==> src/rtl/inert_pkg.sv <==
// Shared types and constants for the inertial-sensor SPI responder.
// Register addresses are the 7-bit field carried in frame bits 14:8.
package inert_pkg;

    typedef enum logic [1:0] {IDLE, ADDR, DATA, CMPL} state_t;

    // Frame as held in the rx shift register once 16 bits are in.
    typedef struct packed {
        logic       rd;
        logic [6:0] addr;
        logic [7:0] data;
    } cmd_t;

    localparam logic [6:0] A_INT_CTRL = 7'h0D;
    localparam logic [6:0] A_WHO      = 7'h0F;
    localparam logic [6:0] A_CTRL1    = 7'h10;
    localparam logic [6:0] A_CTRL2    = 7'h11;
    localparam logic [6:0] A_CTRL5    = 7'h14;
    localparam logic [6:0] A_PTCH_L   = 7'h22;
    localparam logic [6:0] A_PTCH_H   = 7'h23;
    localparam logic [6:0] A_ROLL_L   = 7'h24;
    localparam logic [6:0] A_ROLL_H   = 7'h25;
    localparam logic [6:0] A_YAW_L    = 7'h26;
    localparam logic [6:0] A_YAW_H    = 7'h27;
    localparam logic [6:0] A_AX_L     = 7'h28;
    localparam logic [6:0] A_AX_H     = 7'h29;
    localparam logic [6:0] A_AY_L     = 7'h2A;
    localparam logic [6:0] A_AY_H     = 7'h2B;

    localparam logic [7:0] WHO_AM_I_DFLT = 8'h6A;
    localparam int         INT_EN_BIT    = 1;

    localparam logic [4:0] ADDR_BITS  = 5'd8;
    localparam logic [4:0] FRAME_BITS = 5'd16;

endpackage

==> src/rtl/spi_serf_shft.sv <==
// SPI pin synchronizers, edge detection and the rx/tx shift datapath.
// The FSM in the top decides when to clear, load and enable tx shifting.
module spi_serf_shft
    import inert_pkg::*;
(
    input  logic        clk,
    input  logic        rst_n,
    input  logic        SS_n,
    input  logic        SCLK,
    input  logic        MOSI,
    input  logic        clr,
    input  logic        ld_tx,
    input  logic [7:0]  tx_byte,
    input  logic        shift_en,
    output logic        ss_fall,
    output logic        ss_rise,
    output logic [4:0]  cnt,
    output logic [15:0] rx,
    output logic        miso
);

    logic [2:0]  ss_q;
    logic [2:0]  sclk_q;
    logic [1:0]  mosi_q;
    logic [15:0] tx;
    logic        sclk_rise;
    logic        sclk_fall;

    // Synchronizers are deliberately not reset: a select held low across
    // reset must not look like a fresh SS_n fall afterwards.
    always_ff @(posedge clk) begin
        ss_q   <= {ss_q[1:0], SS_n};
        sclk_q <= {sclk_q[1:0], SCLK};
        mosi_q <= {mosi_q[0], MOSI};
    end

    assign ss_fall   = ~ss_q[1] &  ss_q[2];
    assign ss_rise   =  ss_q[1] & ~ss_q[2];
    assign sclk_rise =  sclk_q[1] & ~sclk_q[2];
    assign sclk_fall = ~sclk_q[1] &  sclk_q[2];

    always_ff @(posedge clk) begin
        if (!rst_n) begin
            rx  <= '0;
            tx  <= '0;
            cnt <= '0;
        end else if (clr) begin
            rx  <= '0;
            tx  <= '0;
            cnt <= '0;
        end else begin
            // Counter saturates just past a full frame; bits beyond 16 are dropped.
            if (sclk_rise && cnt <= FRAME_BITS)
                cnt <= cnt + 5'd1;
            if (sclk_rise && cnt < FRAME_BITS)
                rx <= {rx[14:0], mosi_q[1]};
            if (ld_tx)
                tx <= {tx_byte, 8'h00};
            else if (sclk_fall && shift_en && cnt > ADDR_BITS)
                tx <= {tx[14:0], 1'b0};
        end
    end

    assign miso = tx[15];

endmodule

==> src/rtl/inert_serf.sv <==
// Inertial sensor stand-in: SPI register responder with config registers,
// a latched sample bank and a data-ready interrupt.
module inert_serf
    import inert_pkg::*;
#(
    parameter bit         FAST_SIM = 1'b1,
    parameter logic [7:0] WHO_AM_I = WHO_AM_I_DFLT
) (
    input  logic        clk,
    input  logic        rst_n,
    input  logic        SS_n,
    input  logic        SCLK,
    input  logic        MOSI,
    output logic        MISO,
    output logic        INT,
    input  logic        smpl,
    input  logic [15:0] ptch_in,
    input  logic [15:0] roll_in,
    input  logic [15:0] yaw_in,
    input  logic [15:0] ax_in,
    input  logic [15:0] ay_in,
    output logic        dropped
);

    // FAST_SIM only exists so this block drops into the inertial path unchanged.
    if (!FAST_SIM) begin : g_full_rate
    end

    state_t      st, nxt;
    logic        ss_fall, ss_rise;
    logic [4:0]  cnt;
    logic [15:0] rx;
    logic        clr, ld_tx, commit;
    logic [7:0]  rd_byte;
    cmd_t        cmd;

    logic [7:0]       int_ctrl, ctrl1, ctrl2, ctrl5;
    logic [4:0][15:0] bank;
    logic             int_q;
    logic             smpl_ok;

    spi_serf_shft u_shft (
        .clk      (clk),
        .rst_n    (rst_n),
        .SS_n     (SS_n),
        .SCLK     (SCLK),
        .MOSI     (MOSI),
        .clr      (clr),
        .ld_tx    (ld_tx),
        .tx_byte  (rd_byte),
        .shift_en (st == DATA),
        .ss_fall  (ss_fall),
        .ss_rise  (ss_rise),
        .cnt      (cnt),
        .rx       (rx),
        .miso     (MISO)
    );

    always_ff @(posedge clk) begin
        if (!rst_n) st <= IDLE;
        else        st <= nxt;
    end

    always_comb begin
        nxt    = st;
        clr    = 1'b0;
        ld_tx  = 1'b0;
        commit = 1'b0;
        case (st)
            IDLE: if (ss_fall) begin
                clr = 1'b1;
                nxt = ADDR;
            end
            ADDR: begin
                if (ss_rise)
                    nxt = IDLE;
                else if (cnt == ADDR_BITS) begin
                    ld_tx = 1'b1;
                    nxt   = DATA;
                end
            end
            DATA: if (ss_rise) nxt = (cnt >= FRAME_BITS) ? CMPL : IDLE;
            CMPL: begin
                commit = 1'b1;
                nxt    = IDLE;
            end
            default: nxt = IDLE;
        endcase
    end

    // While in ADDR the low 7 bits of rx are the address just shifted in.
    always_comb begin
        rd_byte = 8'h00;
        case (rx[6:0])
            A_INT_CTRL: rd_byte = int_ctrl;
            A_WHO:      rd_byte = WHO_AM_I;
            A_CTRL1:    rd_byte = ctrl1;
            A_CTRL2:    rd_byte = ctrl2;
            A_CTRL5:    rd_byte = ctrl5;
            A_PTCH_L:   rd_byte = bank[0][7:0];
            A_PTCH_H:   rd_byte = bank[0][15:8];
            A_ROLL_L:   rd_byte = bank[1][7:0];
            A_ROLL_H:   rd_byte = bank[1][15:8];
            A_YAW_L:    rd_byte = bank[2][7:0];
            A_YAW_H:    rd_byte = bank[2][15:8];
            A_AX_L:     rd_byte = bank[3][7:0];
            A_AX_H:     rd_byte = bank[3][15:8];
            A_AY_L:     rd_byte = bank[4][7:0];
            A_AY_H:     rd_byte = bank[4][15:8];
            default:    rd_byte = 8'h00;
        endcase
    end

    assign cmd = cmd_t'(rx);

    // Only IDLE accepts samples, so a CMPL in the same cycle always wins
    // and the bank never moves while a frame is in flight.
    assign smpl_ok = smpl && int_ctrl[INT_EN_BIT] && !int_q && (st == IDLE);

    always_ff @(posedge clk) begin
        if (!rst_n) begin
            int_ctrl <= '0;
            ctrl1    <= '0;
            ctrl2    <= '0;
            ctrl5    <= '0;
            bank     <= '0;
            int_q    <= 1'b0;
            dropped  <= 1'b0;
        end else begin
            dropped <= smpl && !smpl_ok;
            if (smpl_ok) begin
                bank  <= {ay_in, ax_in, yaw_in, roll_in, ptch_in};
                int_q <= 1'b1;
            end
            if (commit) begin
                if (!cmd.rd) begin
                    case (cmd.addr)
                        A_INT_CTRL: int_ctrl <= cmd.data;
                        A_CTRL1:    ctrl1    <= cmd.data;
                        A_CTRL2:    ctrl2    <= cmd.data;
                        A_CTRL5:    ctrl5    <= cmd.data;
                        default:    ;
                    endcase
                end else if (cmd.addr == A_AY_H) begin
                    int_q <= 1'b0;
                end
            end
        end
    end

    assign INT = int_q;

endmodule

==> config.mk <==
export PLATFORM = sky130hd
export DESIGN_NAME = inert_serf
export DESIGN_NICKNAME = d
export VERILOG_FILES = /design/src/rtl/inert_pkg.sv /design/src/rtl/spi_serf_shft.sv /design/src/rtl/inert_serf.sv
export SDC_FILE = /design/constraint.sdc
export NUM_CORES = 1
export LEC_CHECK = 0
export BUFFER_PORTS_ARGS = -buffer_cell sky130_fd_sc_hd__buf_2
export CAP_MARGIN = 20
export CORE_MARGIN = 10
export CORE_UTILIZATION = 45
export DETAILED_ROUTE_END_ITERATION = 6
export MAX_ROUTING_LAYER = met4
export PLACE_DENSITY_LB_ADDON = 0.1
export SETUP_SLACK_MARGIN = 0.3
export SYNTH_ARGS = -nofsm -noshare
export SYNTH_HDL_FRONTEND = slang
export SYNTH_SLANG_ARGS = --single-unit
==> constraint.sdc <==
create_clock -name clk -period 2.2 [get_ports clk]
set_input_delay 0.44 -clock clk [delete_from_list [all_inputs] [get_ports clk]]
set_output_delay 0.44 -clock clk [all_outputs]
set_load 0.01 [all_outputs]
==> impl_results.md, run 1 <==
- Met2 GRT Util: between 30% and 40%
- Combinational fraction of design power: roughly 3.8%
- Antenna cells: 0
- Met1 usage: about 27%
- Part of the power in the clock network: approximately 50%
- Hold Crit Class: input port to register
- Worst R2R Path Depth: 5
- Status: complete, no violations
- Fin area: between 0.008 and 0.009 sq mm
- Register-to-register setup slack: 350 ps
- Slowest cell on crit path: or3b_4
- Relative slew margins: 67.4%
- Switching power share of the total: roughly 22%
- Number of flops mapped to enable cells by yosys: 0
- Pleak: between 0.003 and 0.004 uW
- Max-cap violations: 0
- Avg WL per Cell: slightly below 20 microns
- Setup CP Type: register to register
- Worst setup EP type: register
- Final hold violations: 0
- R2r startpoint: u_shft.rx[6]
- CP Max Fanout: 13
- Ports: 89
- Crit start category: register
- Core Box Area: 0.0158 sq mm
- GR Util All Layers: 21.1%
- RD Place Congestion: roughly 0.96
- Synth Cell Area: roughly 0.0072 sq mm
- Post-DP Area: between 0.008 and 0.009 sq mm
- Sequential cell area: approximately 0.0031 sq mm
- Fillers: about 1500
- Multi-input logic area: roughly 0.0039 sq mm
- Site Rows: 46
- Vias per std cell: ~5.5
- Reg power frac: a little under half
- Insertion delay to the later sink of the worst-skew pair: approximately 420 ps
- Largest net degree at the start of global routing: around 120
- CP cell instances: or3b_4, a211o_1, a31oi_4, o221ai_1, a21oi_1
- Cell Pwr Density: around 680 mW/mm^2
- CP bufs+invs: 0
- Min-Delay Endpoint: u_shft.sclk_q[0]
- Layout cells sized above 1: 24.9%
- Nets: 1014
- CTS Buf Count: 17
- Port Buffer Count: 88
- Seq/Total Area, Yosys: approximately 43%
- Crit path required time: about 2600 ps
- Area grow syn2layout: 23.8%
- First DRT Iteration DRCs: approximately 500
- Antenna Nets Post-Route: 0
- Final HPWL from detailed placement: roughly 16000 microns
- CP Data Arrival Time: roughly 2200 ps
- Worst hold stages: 1
- Async SR Flop Fraction: 0%
- Commonest non-fill, non-tap cell in the layout: nand2_1
- Clk sinks: roughly 150
- Fmax achieved: approximately 540 MHz
- Clock tree from TritonCTS: yes
- Setup TNS: 0 ps
- Gate Count Post-Synth: ~830
- Tightest Pin Transition: a little under 500 ps
- Synth Flop Type: dfxtp_1
- Slowest cell delay on critical path: between 400 and 500 ps
- GRT busiest layer: met2
- Die height: approximately 150 microns
- Drc violations: 0
- Min Hold Slack: 122 ps
- Routed vias: about 6400
- Final WL: roughly 22000 microns
- Die area: between 0.02 and 0.025 sq mm
- Reg2reg end: u_shft.tx[10]
- Most frequent cells in the layout: nand2_1, dfxtp_1, buf_2, a21boi_0, buf_4
- Final setup viols: 0
- Grt total ovfl: 0
- Post-synth cell types: 69
- Psw: approximately 1300 uW
- Internal: approximately 4700 uW
- Unrepaired setup endpoints after global routing: true
- Initial antenna violation count: 0
- H-tree depth: 4
- Net Count, Synth: 919
- Maximum clock insertion buffer count: 2
- Yosys warnings: 0
- Vias in the first global route: ~6300
- Global-route wire length before repair: about 36000 microns
- Final clock skew: 5.85 ps
- GRT met3 Usage: around 3.5%
- Die Wd: 146 microns
- Yosys reg bits: approximately 150
- Fin crit share: approximately 84%
- VDD IR max: 0.553 mV
- Root buffer cell: clkbuf_16
- Drt pass-1 iters: 6
- Worst Hold Launch: SCLK
- Initial Util: about 45%
- Final min period: ~1900 ps
- Final Max Tran Viols: 0
- Clk slew on worst S/H paths: approximately 60 ps
- Crit-path leading delay family: compound AO/OA/AOI/OAI gates
- Mean post-synth cell area: 8.63 sq um
cells in the mapped netlist, drive strengths merged, types with 7 or more instances:
| cell type | n | area, sq um |
|---|---|---|
| nand3 | 15 | 80.1 |
| nand2b | 8 | 50.1 |
| o211ai | 8 | 60.1 |
| buf | 21 | 111 |
| a31oi | 7 | 58.8 |
| nor2b | 40 | 250 |
| nand2 | 204 | 766 |
| clkbuf | 47 | 176 |
| a21oi | 32 | 160 |
| o2bb2ai | 7 | 61.3 |
| nor3 | 9 | 50.1 |
| nor4b | 8 | 97.6 |
| a21boi | 81 | 608 |
| nand3b | 7 | 52.6 |
| dfxtp | 153 | 3060 |
| o21ai | 9 | 45.0 |
| mux2i | 46 | 460 |
| nor2 | 18 | 67.6 |
| mux2 | 8 | 90.1 |
layout make-up:
cell class              count  share of cell area (%)
clock buffers              20                    5.14
repair buffers            144                    10.8
inverters                   6                   0.254
multi-input cells         604                    44.4
well taps                 216                    3.04
flip-flops and latches    153                    34.7
clock inverters            11                    1.65
registers in the layout (all words and copies together) (netlist names):
signal / cells
int_ctrl: 8
u_shft.sclk_q: 3
bank: 80
dropped: 1
INT: 1
u_shft.mosi_q: 2
u_shft.ss_q: 3
ctrl2: 8
ctrl1: 8
ctrl5: 8
u_shft.tx: 8
u_shft.cnt: 5
st: 2
u_shft.rx: 16
power groups by stage:
stage,Sequential (uW),Combinational (uW),Clock (uW)
6_report,2790,232,3030
5_1_grt,2790,252,3200
4_1_cts,2800,225,3070
3_5_place_dp,2860,223,0
3_3_place_gp,2860,219,0
2_1_floorplan,2850,110,0
through the flow:
stage          cells  total power (uW)  setup slack [ps]  utilization (%)
6_report        1154              6050               345             56.3
5_1_grt         1154              6250               227             56.3
4_1_cts         1145              6090               316             55.2
3_5_place_dp    1114              3080               101             51.0
3_3_place_gp    1114              3070               100             51.0
2_1_floorplan    831              2960               435                -
routing by layer:
| metal | routed length, microns | vias to the layer above |
|---|---|---|
| met5 | 0 | - |
| met4 | 275 | 0 |
| met3 | 799 | 20 |
| met2 | 10900 | 160 |
| met1 | 10500 | 3120 |
| li1 | - | 3099 |
cell families (layout without fill, tap and decap cells):
family                   count (synthesis)  in the layout  synth area share, %
adder cells (fa/ha/maj)                  2              2                0.349
flip-flops                             153            153                 42.7
buffers and inverters                   74            181                 4.33
multiplexers                            55             55                 7.99
AND/OR/NAND/NOR                        352            352                 24.7
AO/OA/AOI/OAI                          192            192                 19.5
XOR/XNOR                                 3              3                0.366
worst reg2reg max path, delay by kind of cell, from the launching register on:
family           cells  cell delay, ps
AND/OR/NAND/NOR      1             410
flip-flops           1             400
AO/OA/AOI/OAI        4             980
worst max path at each step:
| stage | start | to | slack [ps] | depth (start not counted) |
|---|---|---|---|---|
| 2_1_floorplan | u_shft.rx[4] | u_shft.tx[10] | 430 | 7 |
| 3_3_place_gp | u_shft.rx[3] | u_shft.tx[15] | 100 | 6 |
| 3_5_place_dp | u_shft.rx[3] | u_shft.tx[15] | 100 | 6 |
| 4_1_cts | u_shft.rx[5] | u_shft.tx[15] | 320 | 7 |
| 5_1_grt | u_shft.rx[3] | u_shft.tx[10] | 230 | 5 |
| 6_report | u_shft.rx[6] | u_shft.tx[10] | 350 | 5 |
timing repair:
item                       in CTS  in global routing
pin swaps                       0                  4
setup endpoints to repair       8                 83
setup buffers                   0                  8
gates resized for setup        14                 29
hold buffers                    0                  0
cloned                          0                  1
Note: power is estimated with default switching activity, not from simulation.
==> inputs of run 2 (changes only) <==
==> constraint.sdc (replaced) <==
create_clock -name clk -period 1.8 [get_ports clk]
set_input_delay 0.36 -clock clk [delete_from_list [all_inputs] [get_ports clk]]
set_output_delay 0.36 -clock clk [all_outputs]
set_load 0.01 [all_outputs]
==> impl_results.md, run 2 (synthesis gave the netlist of run 1 again) <==
- Die Wd: 146 microns (unchanged)
- Ports: 89 (unchanged)
- Maximum clock insertion buffer count: 2 (unchanged)
- Status: finished, violations left
- Drt pass-1 iters: 5 (-1)
- Insertion delay to the later sink of the worst-skew pair: 430 ps (about the same)
- Worst R2R Path Depth: 10 (+5)
- Routed vias: 7401 (+16%)
- Internal: 5720 uW (+21%)
- Vias in the first global route: 7439 (+17%)
- Final clock skew: 7.87 ps (+2.02 ps)
- Register-to-register setup slack: -70 ps (-420 ps)
- Worst setup EP type: register
- Slowest cell delay on critical path: 320 ps (-90 ps)
- Clock tree from TritonCTS: yes
- Critical path endpoint: u_shft.tx[14]
- Max-cap violations: 0 (unchanged)
- Setup CP Type: register to register
- Global-route wire length before repair: 45700 microns (+28%)
- CP Max Fanout: 8 (-5)
- Cell Pwr Density: 646 mW/mm^2 (-5.2%)
- Tightest Pin Transition: 536 ps (+48.2 ps)
- CTS Buf Count: 17 (unchanged)
- Avg WL per Cell: 24.3 microns (+25%)
- First DRT Iteration DRCs: 616 (+25%)
- Critical path depth: 10 (+5)
- Crit path required time: 2160 ps (-390 ps)
- Final Max Tran Viols: 0 (unchanged)
- Crit start category: register
- Reg power frac: 45.6% (-0.5 points)
- Final hold violations: 0 (unchanged)
- Grt total ovfl: 0 (unchanged)
- Layout cells sized above 1: 49.7% (+25 points)
- VDD IR max: 0.672 mV (+22%)
- Site Rows: 46 (unchanged)
- Switching power share of the total: 23.5% (+1.8 points)
- Final HPWL from detailed placement: 17300 microns (+5.5%)
- Core Box Area: 0.0158 sq mm (unchanged)
- Final min period: 1870 ps (+15.6 ps)
- Combinational fraction of design power: 5.3% (+1.5 points)
- Part of the power in the clock network: 49.2% (-0.8 points)
- Antenna cells: 0 (unchanged)
- CP Data Arrival Time: 2230 ps (+30 ps)
- CP bufs+invs: 4 (+4)
- Root buffer cell: clkbuf_16
- Clk slew on worst S/H paths: 70 ps (about the same)
- Vias per std cell: 5.83 (+5.1%)
- Fin area: 0.0116 sq mm (+30%)
- Port Buffer Count: 88 (unchanged)
- Fmax achieved: 535 MHz (-0.83%)
- Initial Util: 45.5% (unchanged)
- Final setup margin: -70.3 ps (-416 ps)
- Pleak: 0.00453 uW (+47%)
- Die height: 146 microns (unchanged)
- Largest registers: bank (80), u_shft.rx (16)
- Reg2reg end: u_shft.tx[14]
- Initial antenna violation count: 0 (unchanged)
- Final setup viols: 8 (+8)
- Crit path from: u_shft.cnt[0]
- Crit-path leading delay family: buffers and inverters
- Fin crit share: 104% (+20 points)
- Overall Power: 7480 uW (+23%)
- Psw: 1760 uW (+34%)
- Commonest non-fill, non-tap cell in the layout: dfxtp_1
- Clk sinks: 153 (unchanged)
- GR Util All Layers: 28.4% (+7.2 points)
- Hold Crit Class: input port to register
- Most flops, register: bank
- Antenna Nets Post-Route: 0 (unchanged)
- Unrepaired setup endpoints after global routing: true
- Post-DP Area: 0.00843 sq mm (+4.8%)
- RD Place Congestion: 0.913 (-5.0%)
- H-tree depth: 4 (unchanged)
- R2r startpoint: u_shft.cnt[0]
- CP cell instances: inv_2, ha_4, nor4bb_4, buf_4, nand4b_1, buf_6, a31oi_4, buf_12, o221ai_2, a21oi_1
- Core Util, Final: 73.4% (+17 points)
- Max reg flops: 80 (unchanged)
- Min Hold Slack: 28.9 ps (-93.0 ps)
- Largest net degree at the start of global routing: 60 (-48%)
- Area grow syn2layout: 61.3%
- Drc violations: 0 (unchanged)
- Final WL: 30900 microns (+37%)
- Failing checks: setup timing
- Nets: 1129 (+11%)
- Worst slack, placed: -199 ps (-300 ps)
- Slowest cell on crit path: dfxtp_1
- Die area: 0.0214 sq mm (unchanged)
- Relative slew margins: 64.2% (-3.2 points)
- Most frequent cells in the layout: dfxtp_1, buf_4, buf_2, nand2_1, nand2_4
[run 2: changes by cell type in the layout (fill, tap and decap cells not counted), moves of 48 or more]
cell	before	now
a21boi_2	0	48
nand2_2	0	52
nand2_1	204	87
nand2_4	0	65
a21boi_0	81	1
buf_4	47	96
[run 2: how the worst min path moves through the flow]
stage	from	end	slack [ps]	cells after the start
floorplan	u_shft.mosi_q[0]	u_shft.mosi_q[1]	310	0
global placement	u_shft.ss_q[0]	u_shft.ss_q[1]	310	0
detailed placement	u_shft.mosi_q[0]	u_shft.mosi_q[1]	320	0
CTS	SS_n	u_shft.ss_q[0]	20	1
global route	SS_n	u_shft.ss_q[0]	10	1
finish	SS_n	u_shft.ss_q[0]	30	1
[run 2: worst reg2reg max path, stage by stage (launching register included)]
cell and delay [ps]:
dfxtp_1 320, inv_2 70, ha_4 130, nor4bb_4 200, buf_4 150, nand4b_1 160, buf_6 200, a31oi_4 160
buf_12 160, o221ai_2 110, a21oi_1 150
[run 2: per-layer routing]
layer	share of wire [%]	global-route usage, %	up-vias
met5	0	-	-
met2	48	45.0	279
met4	4.6	12.1	0
met1	42	34.5	3676
li1	-	-	3351
met3	5.5	5.72	95
[run 2: stage by stage]
step	setup TNS, ps	std cells
after global placement	-736	1160
after CTS	0	1262
final	-369	1270
after global routing	-1250	1270
after floorplan	0	831
after detailed placement	-898	1160
[run 2: power by group through the flow]
stage	sequential, uW	combinational (uW)	clock (uW)
after CTS	3410	326	3700
after floorplan	3480	137	0
after detailed placement	3490	301	0
after global routing	3410	416	3850
after global placement	3490	298	0
final	3410	394	3680
[run 2: cell type report]
cell class | instances | area, sq um
tap | 216 | 270
fill | 1143 | 4200
sequential | 153 | 3090
clock buffer | 20 | 457
inverter | 6 | 22.5
clock inverter | 12 | 139
multi-input combinational | 604 | 4870
timing repair buffer | 259 | 2730
[run 2: timing repair]
item | CTS | global route
setup buffers | 39 | 8
pin swaps | 72 | 130
hold endpoints to repair | 0 | 0
endpoints found under the setup margin | 125 | 127
resized for setup | 224 | 212
hold buffers | 0 | 0
cloned | 31 | 0
